[src/rtl/prt_vtb_vmon_pkg.sv]
// Shared state type, default widths and lock-counter sizing for the video stream monitor.
package prt_vtb_vmon_pkg;

  typedef enum logic [1:0] {
    ST_IDLE = 2'd0,
    ST_SEEK = 2'd1,
    ST_MEAS = 2'd2
  } vmon_state_e;

  localparam int unsigned DEF_PPC         = 2;
  localparam int unsigned DEF_PIX_W       = 16;
  localparam int unsigned DEF_LIN_W       = 16;
  localparam int unsigned DEF_FRM_W       = 16;
  localparam int unsigned DEF_LOCK_FRAMES = 3;
  localparam int unsigned DEF_TIMEOUT     = 1 << 24;

  function automatic int unsigned lock_cnt_w(input int unsigned frames);
    return $clog2(frames + 1);
  endfunction

endpackage

[src/rtl/prt_vtb_vmon_lock.sv]
// Lock tracker: remembers the previous frame's geometry and counts consecutive clean repeats.
module prt_vtb_vmon_lock
  import prt_vtb_vmon_pkg::*;
#(
  parameter int unsigned P_PIX_W       = DEF_PIX_W,
  parameter int unsigned P_LIN_W       = DEF_LIN_W,
  parameter int unsigned P_LOCK_FRAMES = DEF_LOCK_FRAMES
) (
  input  logic               clk_sys,
  input  logic               rst,
  input  logic               clr,
  input  logic               sof_stb,
  input  logic [P_PIX_W-1:0] frm_len,
  input  logic [P_LIN_W-1:0] lin_cnt,
  input  logic               mism,
  output logic               lock
);

  localparam int unsigned     SC_W   = lock_cnt_w(P_LOCK_FRAMES);
  localparam logic [SC_W-1:0] SC_MAX = SC_W'(P_LOCK_FRAMES);

  logic [P_PIX_W-1:0] prev_len;
  logic [P_LIN_W-1:0] prev_lin;
  logic               prev_vld;
  logic [SC_W-1:0]    stable_cnt;
  logic               match;

  // The very first evaluated frame has no reference, so prev_vld gates the match.
  assign match = prev_vld && !mism && (frm_len == prev_len) && (lin_cnt == prev_lin);

  always_ff @(posedge clk_sys) begin
    if (rst || clr) begin
      prev_len   <= '0;
      prev_lin   <= '0;
      prev_vld   <= 1'b0;
      stable_cnt <= '0;
    end else if (sof_stb) begin
      prev_len <= frm_len;
      prev_lin <= lin_cnt;
      prev_vld <= 1'b1;
      if (!match)
        stable_cnt <= '0;
      else if (stable_cnt != SC_MAX)
        stable_cnt <= stable_cnt + SC_W'(1);
    end
  end

  assign lock = (stable_cnt == SC_MAX);

endmodule

[src/rtl/prt_vtb_vmon.sv]
// Video stream monitor: pixels/line, lines/frame, frame count, lock and sticky error.
// Optional SOF watchdog enabled by defining PRT_VTB_VMON_TIMEOUT_EN.
module prt_vtb_vmon
  import prt_vtb_vmon_pkg::*;
#(
  parameter int unsigned P_PPC         = DEF_PPC,
  parameter int unsigned P_PIX_W       = DEF_PIX_W,
  parameter int unsigned P_LIN_W       = DEF_LIN_W,
  parameter int unsigned P_FRM_W       = DEF_FRM_W,
  parameter int unsigned P_LOCK_FRAMES = DEF_LOCK_FRAMES,
  parameter int unsigned P_TIMEOUT     = DEF_TIMEOUT
) (
  input  logic               CLK_IN,
  input  logic               RST_IN,
  input  logic               CTL_RUN_IN,
  input  logic               CTL_CLR_IN,
  input  logic               VID_SOF_IN,
  input  logic               VID_EOL_IN,
  input  logic               VID_VLD_IN,
  output logic [P_PIX_W-1:0] STA_PIX_OUT,
  output logic [P_LIN_W-1:0] STA_LIN_OUT,
  output logic [P_FRM_W-1:0] STA_FRM_OUT,
  output logic               STA_LOCK_OUT,
  output logic               STA_ERR_OUT
);

  // state | meaning
  // IDLE  | not running; counters and lock cleared, status words held
  // SEEK  | running, discarding beats until the first SOF beat
  // MEAS  | measuring lines and frames

  vmon_state_e state, state_nxt;

  logic               sof_beat, do_beat, do_eval, cnt_clr, wdg_fire, wdg_due, lock_clr;
  logic [P_PIX_W-1:0] pix_cnt, ref_len, pix_base, pix_new;
  logic [P_PIX_W:0]   pix_sum;
  logic [P_LIN_W-1:0] lin_cnt, lin_base, lin_new;
  logic [P_LIN_W:0]   lin_sum;
  logic               ref_vld, mism, ref_vld_base, mism_base;
  logic               pix_sat, lin_sat, len_bad, beat_err;

  assign sof_beat = VID_VLD_IN && VID_SOF_IN;

  always_ff @(posedge CLK_IN) begin
    if (RST_IN) state <= ST_IDLE;
    else        state <= state_nxt;
  end

  always_comb begin
    state_nxt = state;
    do_beat   = 1'b0;
    do_eval   = 1'b0;
    cnt_clr   = 1'b0;
    wdg_fire  = 1'b0;
    if (CTL_CLR_IN) begin
      state_nxt = CTL_RUN_IN ? ST_SEEK : ST_IDLE;
    end else if (!CTL_RUN_IN || state == ST_IDLE) begin
      cnt_clr   = 1'b1;
      state_nxt = CTL_RUN_IN ? ST_SEEK : ST_IDLE;
    end else begin
      case (state)
        ST_SEEK: begin
          if (sof_beat) begin
            state_nxt = ST_MEAS;
            do_beat   = 1'b1;
          end
        end
        ST_MEAS: begin
          if (wdg_due && !sof_beat) begin
            wdg_fire  = 1'b1;
            state_nxt = ST_SEEK;
          end else if (VID_VLD_IN) begin
            do_beat = 1'b1;
            do_eval = VID_SOF_IN;
          end
        end
        default: state_nxt = ST_IDLE;
      endcase
    end
  end

  // An SOF beat opens a new frame and a new first line before its own pixels are added.
  assign pix_base     = VID_SOF_IN ? '0 : pix_cnt;
  assign lin_base     = VID_SOF_IN ? '0 : lin_cnt;
  assign ref_vld_base = VID_SOF_IN ? 1'b0 : ref_vld;
  assign mism_base    = VID_SOF_IN ? 1'b0 : mism;

  assign pix_sum  = {1'b0, pix_base} + (P_PIX_W+1)'(P_PPC);
  assign pix_sat  = pix_sum[P_PIX_W];
  assign pix_new  = pix_sat ? '1 : pix_sum[P_PIX_W-1:0];
  assign lin_sum  = {1'b0, lin_base} + (P_LIN_W+1)'(1);
  assign lin_sat  = lin_sum[P_LIN_W];
  assign lin_new  = lin_sat ? '1 : lin_sum[P_LIN_W-1:0];
  assign len_bad  = ref_vld_base && (pix_new != ref_len);
  assign beat_err = pix_sat || (VID_EOL_IN && (len_bad || lin_sat));

  always_ff @(posedge CLK_IN) begin
    if (RST_IN || CTL_CLR_IN) begin
      STA_PIX_OUT <= '0;
      STA_LIN_OUT <= '0;
      STA_FRM_OUT <= '0;
      STA_ERR_OUT <= 1'b0;
      pix_cnt     <= '0;
      lin_cnt     <= '0;
      ref_len     <= '0;
      ref_vld     <= 1'b0;
      mism        <= 1'b0;
    end else if (cnt_clr || wdg_fire) begin
      pix_cnt <= '0;
      lin_cnt <= '0;
      ref_len <= '0;
      ref_vld <= 1'b0;
      mism    <= 1'b0;
      if (wdg_fire) begin
        STA_PIX_OUT <= '0;
        STA_LIN_OUT <= '0;
        STA_ERR_OUT <= 1'b1;
      end
    end else if (do_beat) begin
      if (do_eval) begin
        STA_LIN_OUT <= lin_cnt;
        STA_FRM_OUT <= STA_FRM_OUT + P_FRM_W'(1);
      end
      mism <= mism_base || beat_err;
      if (beat_err) STA_ERR_OUT <= 1'b1;
      if (VID_EOL_IN) begin
        STA_PIX_OUT <= pix_new;
        pix_cnt     <= '0;
        lin_cnt     <= lin_new;
        ref_vld     <= 1'b1;
        if (!ref_vld_base) ref_len <= pix_new;
      end else begin
        pix_cnt <= pix_new;
        lin_cnt <= lin_base;
        ref_vld <= ref_vld_base;
      end
    end
  end

`ifdef PRT_VTB_VMON_TIMEOUT_EN
  localparam int unsigned WDG_W = (P_TIMEOUT > 1) ? $clog2(P_TIMEOUT) : 1;
  logic [WDG_W-1:0] wdg_cnt;

  // Down-counter reloaded on every SOF beat and whenever measurement is not continuing.
  always_ff @(posedge CLK_IN) begin
    if (RST_IN || state_nxt != ST_MEAS || (do_beat && VID_SOF_IN))
      wdg_cnt <= WDG_W'(P_TIMEOUT - 1);
    else if (wdg_cnt != '0)
      wdg_cnt <= wdg_cnt - WDG_W'(1);
  end

  assign wdg_due = (wdg_cnt == '0);
`else
  assign wdg_due = 1'b0;
`endif

  assign lock_clr = CTL_CLR_IN || cnt_clr || wdg_fire;

  prt_vtb_vmon_lock #(
    .P_PIX_W       (P_PIX_W),
    .P_LIN_W       (P_LIN_W),
    .P_LOCK_FRAMES (P_LOCK_FRAMES)
  ) u_lock (
    .clk_sys (CLK_IN),
    .rst     (RST_IN),
    .clr     (lock_clr),
    .sof_stb (do_eval),
    .frm_len (ref_len),
    .lin_cnt (lin_cnt),
    .mism    (mism),
    .lock    (STA_LOCK_OUT)
  );

endmodule

[config.mk]
export PLATFORM = sky130hd
export DESIGN_NAME = prt_vtb_vmon
export DESIGN_NICKNAME = d
export VERILOG_FILES = /design/src/rtl/prt_vtb_vmon_pkg.sv /design/src/rtl/prt_vtb_vmon_lock.sv /design/src/rtl/prt_vtb_vmon.sv
export SDC_FILE = /design/constraint.sdc
export NUM_CORES = 1
export LEC_CHECK = 0
export ABC_AREA = 1
export BUFFER_PORTS_ARGS = -buffer_cell sky130_fd_sc_hd__buf_2
export CELL_PAD_IN_SITES_DETAIL_PLACEMENT = 0
export CELL_PAD_IN_SITES_GLOBAL_PLACEMENT = 1
export CORE_MARGIN = 5
export CORE_UTILIZATION = 47
export CTS_BUF_LIST = sky130_fd_sc_hd__clkbuf_4 sky130_fd_sc_hd__clkbuf_8 sky130_fd_sc_hd__clkbuf_16
export DETAILED_ROUTE_END_ITERATION = 8
export PLACE_DENSITY_LB_ADDON = 0.1
export SYNTH_ARGS = -nofsm -noshare
export SYNTH_HDL_FRONTEND = slang
export SYNTH_SLANG_ARGS = --single-unit
[constraint.sdc]
create_clock -name CLK_IN -period 3.6 [get_ports CLK_IN]
set_input_delay 0.54 -clock CLK_IN [delete_from_list [all_inputs] [get_ports CLK_IN]]
set_output_delay 0.54 -clock CLK_IN [all_outputs]
set_load 0.005 [all_outputs]
### Yosys cells after proc, flatten, opt, wreduce, memory -nomap -nowiden

Index checks and enable logic that the tools add are counted.

| storage, ports and cells | value |
|---|---|
| register bits after elaboration | 136 |
| bits in latches | 0 |
| memory bits (writable) | 0 |
| bits in read-only memories | 0 |
| input port bits | 7 |
| output and inout port bits | 50 |
| word-level logic and storage cells | 89 |
| memories | 0 |

| cells by class | value |
|---|---|
| add/sub/neg operators | 4 |
| multiply operators | 0 |
| div/mod/pow operators | 0 |
| magnitude comparators | 0 |
| equality and inequality tests | 10 |
| shift-type cells | 0 |
| multiplexer cells | 36 |
| bitwise logic cells | 2 |
| reductions and logical operators | 23 |

Operators with widths:

| operator | count |
|---|---|
| 16-bit 2-to-1 mux | 12 |
| 16-bit == test | 2 |
| 16-bit by 1-bit adder with 17-bit output (second input constant) | 1 |
| 16-bit by 2-bit adder with 17-bit output (second input constant) | 1 |
| 1-bit 2-to-1 mux | 17 |
| 16-bit by 1-bit adder with 16-bit output (second input constant) | 1 |
| 16-bit inequality test | 1 |
| 3-bit AND reduction | 4 |
| 2-bit 2-to-1 mux | 5 |
| 1-bit logical OR | 7 |
| 1-bit logical AND | 6 |
| 2-bit == test (second input constant) | 2 |
| 2-bit inequality test (second input constant) | 2 |
| 4-bit inequality test (second input constant) | 1 |
| 2-bit case mux with 2 select lines | 1 |
| 2-bit AND reduction | 2 |
| 3-bit inequality test (second input constant) | 1 |
| 2-bit by 1-bit adder with 2-bit output (second input constant) | 1 |
| 2-bit by 1-bit == test with 1-bit output (second input constant) | 1 |
| 1-bit zero test | 2 |
| 2-bit zero test | 1 |
| 1-bit NOT | 2 |
| 1-bit case mux with 2 select lines | 1 |
| 2-bit OR reduction | 1 |

### Depth between registers and ports, before layout

| depth | value |
|---|---|
| word-level depth | 11 |
| gate-level depth with buffers | 22 |
| mapped depth without buffers | 20 |

### Cells and area by module

Synthesis repeated with hierarchy kept, for this count alone.

| unflattened totals | value |
|---|---|
| cells, all modules | 1,109 |
| area total of the unflattened synthesis | 7,293.2 µm² |

Modules (own cells, without submodules):

| module | times used | cells each | area an instance (µm²) | sequential area each (µm²) |
|---|---|---|---|---|
| prt_vtb_vmon | 1 | 760 | 5,250.0 | 2,021.9 |
| prt_vtb_vmon_lock | 1 | 349 | 2,043.2 | 700.7 |

### Least setup slack after synthesis

No wires, ideal clock.

| timing | value |
|---|---|
| kind | input port to flip-flop |
| from | input VID_SOF_IN |
| to | register lin_cnt[3] |
| library setup time | 0.070 ns |
| arrival | 2.411 ns |
| data required time | 3.530 ns |
| setup slack | 1.120 ns |
| cell stages on the path | 15 |
| path buffers | 3 |
| cells stage by stage | buf_4 clkbuf_1 nor2_1 ha_1 nand2_1 nor2_1 nand2_1 nor3_4 nand4_2 nor3_4 nand4_2 nand2_2 inv_2 buf_6 a21oi_1 |

| on the way | value |
|---|---|
| longest elaborated chain between the ends | 5 |
| elaborated cells on any way between the ends | 9 |
| classes of those cells | 1 x add/sub; 7 x mux; 1 x reduce/logical |

Ends and longest elaborated chain:

| item | line | source |
|---|---|---|
| from (decl) | prt_vtb_vmon.sv:17 | `input logic VID_SOF_IN,` |
| parallel branches: the longest is 5 deep, another holds 16-bit by 1-bit adder with 17-bit output | n/a |  |
| to (signal assigned) | prt_vtb_vmon.sv:129 | `lin_cnt <= lin_new;` |
| to (signal assigned) | prt_vtb_vmon.sv:134 | `lin_cnt <= lin_base;` |
| to (decl) | prt_vtb_vmon.sv:37 | `logic [P_LIN_W-1:0] lin_cnt, lin_base, lin_new;` |

Several ways; the timed one is not identified.
A chain may end at the register's enable or synchronous reset.

### Final worst setup path

| timing | value |
|---|---|
| from | register state[0] |
| to | register ref_len[10] |

| on the way | value |
|---|---|
| longest elaborated chain between the ends | 5 |
| elaborated cells on any way between the ends | 11 |
| classes of those cells | 2 x eq/ne; 5 x mux; 4 x reduce/logical |

Ends and longest elaborated chain:

| item | line | source |
|---|---|---|
| from (decl) | prt_vtb_vmon.sv:32 | `vmon_state_e state, state_nxt;` |
| from (signal assigned) | prt_vtb_vmon.sv:46 | `else state <= state_nxt;` |
| 2-bit == test (tied with other cells) | prt_vtb_vmon.sv:61 | `case (state)` |
| 1-bit case mux with 2 select lines or 1-bit logical OR (tied branches) | prt_vtb_vmon.sv:61, prt_vtb_vmon.sv:57 |  |
| 1-bit 2-to-1 mux | prt_vtb_vmon.sv:57 | `end else if (!CTL_RUN_IN \|\| state == ST_IDLE) begin` |
| 1-bit 2-to-1 mux | prt_vtb_vmon.sv:55 | `if (CTL_CLR_IN) begin` |
| 3-bit AND reduction (no line) or 2-bit OR reduction (tied branches) | n/a |  |
| to (signal assigned) | prt_vtb_vmon.sv:131 | `if (!ref_vld_base) ref_len <= pix_new;` |
| to (decl) | prt_vtb_vmon.sv:35 | `logic [P_PIX_W-1:0] pix_cnt, ref_len, pix_base, pix_new;` |

Parallel ways exist; a longest one is shown, timed or not.

==> flow_summary.yaml <==
status:
  status: "complete, no violations"
placed_design:
  placed_cell_area_sq_mm: 0.00711
  gp_congestion: 0.902
  dp_hpwl_um: 13300
  io_buffers: 56
  dp_slack_ps: 672
worst_setup_path:
  rrSetupSlack_ps: 910
  r2r-end: "ref_len[10]"
  start_kind: "flip-flop"
  rr_worst_depth: 11
  cp.required_ps: 3950
  cp.arrival_ps: 3040
  cp_max_fo: 25
  cp-end-kind: "flip-flop"
  r2r_start: "state[0]"
  critPathKind: "reg -> reg"
timing:
  slew_viol_final: 0
  worstMarginPinSlew_ps: 769
  hold_viol: 0
  skew_ps: 6.89
  finalCritPeriodShare_pct: 74.6
  holdWs_ps: 356
  setup_ws_ps: 913
  finalSetupViolCount: 0
  timing.slew.headroom_pct: 48.6
  max_freq_mhz: 372
  fin_setup_tns_ps: 0
  rsz0062_at_grt: "false"
  period_minus_slack_ps: 2690
floorplanning:
  coreArea_sq_mm: 0.0139
  row_count: 43
  die_h_um: 130
  die-area_sq_mm: 0.0168
  fp.dieW_um: 130
  pin_count: 57
  initial_core_util_pct: 48.2
route:
  vias: 6333
  wl_um: 18500
  drcViolationCount: 0
  wire_per_inst_um: 15.7
  post_drt_via_cell_ratio: 5.37
  drtPass1Iterations: 5
  ant_nets: 0
  drtIter0Drc: 412
global_routing:
  antenna_found_initial: 0
  grtUsageTotal_pct: 22.5
  grt-ovfl-total: 0
  grt_max_degree: 49
  grt_pass1_vias: 6084
  grt_first_pass_wirelength_um: 29700
synthesis:
  ys_types: 42
  yosysWarnings: 0
  syn_area_sq_mm: 0.00672
  synth-async-reset-ratio_pct: 0
  syn_nets: 955
  syn_inst: 941
  syn_avg_cell_area_sq_um: 7.14
  ys_ff_latch: 136
  synth_ff_type: "dfxtp_1"
  synth_edf_count: 0
  ys_seq_area_share_pct: 40.5
clock_tree:
  cts_buffers: 17
  cts_resized: 0
  clk_latency_ps: 420
  path_clk_slew_ps: 60
  cts_root_buf: "clkbuf_16"
  cts_hold_buf: 0
  cts_tree: "yes"
  cts_sinks: 136
  htreeDepth: 4
  clk_path_buf_depth: 2
  post-cts-setup-buffers: 0
layout:
  final_cell_area_sq_mm: 0.00775
  num_antenna_cells: 0
  drive_gt1_share_pct: 13.7
  fill_cells: 1346
  area_growth_pct: 15.4
  finalNetCount: 1000
hold_path:
  hold_path.class: "in -> reg"
  min_path_cells: 2
  whs_endpoint: "state[0]"
  hold_start: "RST_IN"
power_and_ir_drop:
  pwr_density_cell_mw_per_mm2: 442
  irDropWorstVdd_v: 0.000301
  p_leak_nw: 3.33
  finalPower_mw: 3.43
flow_run:
  maxCapViolCount: 0
-- critical path: stages, from the launching register on --
cell and delay [ps]:
dfxtp_1 360, inv_1 80, ha_1 340, nand2_1 110, nor3_4 180, buf_4 240, inv_1 90, nor2_2 100
nand2_1 450, inv_1 390, o21ai_0 120, a21oi_1 140
-- synthesized netlist by cell type (4+ instances only) --
cell,instances,area (sq um)
nor2_2,10,62.6
o211ai_1,14,105
nand2_1,172,646
buf_1,4,15.0
nand2_2,5,31.3
inv_1,132,495
ha_1,7,87.6
a21oi_2,8,70.1
inv_2,4,15.0
o21a_1,4,30.0
xor2_1,17,149
o22ai_1,5,31.3
nor2_1,59,221
nor3_4,4,65.1
xnor2_1,14,123
nand3_1,53,265
nor3_1,10,50.1
o21ai_0,97,485
a21oi_1,106,531
dfxtp_1,136,2720
nand4_1,16,100
clkbuf_1,27,101
-- per-layer routing --
metal  track usage, %  vias up  part of all wire [%]
li1                 -     3186                     -
met1             26.4     2971                    42
met2             39.8      133                    50
met3             4.12       43                   4.0
met4             10.8        0                   3.7
met5                0        -                     0
-- flip-flops by register name, indices dropped and copies added (netlist names) --
signal	cells
STA_ERR_OUT	1
mism	1
u_lock.prev_len	16
lin_cnt	16
ref_vld	1
pix_cnt	16
u_lock.prev_lin	16
STA_LIN_OUT	16
STA_PIX_OUT	16
ref_len	16
u_lock.prev_vld	1
u_lock.stable_cnt	2
STA_FRM_OUT	16
state	2
-- cell families after synthesis --
group                    count (synthesis)  synth area share [%]
AO/OA/AOI/OAI                          245                  19.9
XOR/XNOR                                31                  4.04
adder cells (fa/ha/maj)                  7                  1.30
buffers and inverters                  176                  10.3
flip-flops                             136                  40.5
multiplexers                             1                 0.149
AND/OR/NAND/NOR                        345                  23.7
-- final cells by class --
type,count,area [sq um],share of cell area (%)
tap,180,225,2.90
sequential,136,2720,35.1
inverter,137,514,6.63
multi-input combinational,629,3300,42.6
clock buffer,24,497,6.41
clock inverter,8,143,1.84
timing repair buffer,65,348,4.49
-- cell usage in the layout, fill, tap and decap left out, types with 2 or more instances in the layout --
| master | n |
|---|---|
| a211o_1 | 2 |
| a211oi_1 | 3 |
| a21oi_1 | 106 |
| a21oi_2 | 8 |
| a221oi_1 | 2 |
| a31oi_1 | 2 |
| buf_2 | 56 |
| buf_4 | 9 |
| bufinv_16 | 4 |
| clkbuf_16 | 17 |
| clkbuf_4 | 4 |
| clkbuf_8 | 3 |
| clkinv_2 | 3 |
| dfxtp_1 | 136 |
| ha_1 | 7 |
| inv_1 | 132 |
| inv_2 | 4 |
| nand2_1 | 172 |
| nand2_2 | 5 |
| nand2_4 | 2 |
| nand3_1 | 53 |
| nand3b_1 | 3 |
| nand4_1 | 16 |
| nand4_2 | 2 |
| nor2_1 | 57 |
| nor2_2 | 12 |
| nor3_1 | 10 |
| nor3_4 | 4 |
| nor3b_1 | 2 |
| nor4_1 | 3 |
| o211ai_1 | 14 |
| o21a_1 | 4 |
| o21ai_0 | 97 |
| o22ai_1 | 5 |
| xnor2_1 | 14 |
| xor2_1 | 17 |
-- how the worst max path moves through the flow --
stage	to	depth (start not counted)	start	slack (ps)
floorplan	lin_cnt[3]	15	VID_SOF_IN	1120
global placement	mism	20	VID_SOF_IN	720
detailed placement	STA_ERR_OUT	20	VID_SOF_IN	670
CTS	ref_len[10]	11	state[0]	920
global route	ref_len[11]	14	state[0]	660
finish	ref_len[10]	11	state[0]	910
-- through the flow --
stage | std cells | utilization, %
floorplan | 941 | -
global placement | 1147 | 51.1
detailed placement | 1147 | 51.1
CTS | 1179 | 55.6
global route | 1179 | 55.6
finish | 1179 | 55.6
-- where the power goes --
| group | leakage [nW] | switching (mW) | internal, mW |
|---|---|---|---|
| sequential | 1.09 | 0.000642 | 1.51 |
| clock | 0.318 | 0.634 | 1.24 |
| combinational | 1.91 | 0.0361 | 0.0112 |
Power figures use the tool's default switching activity.
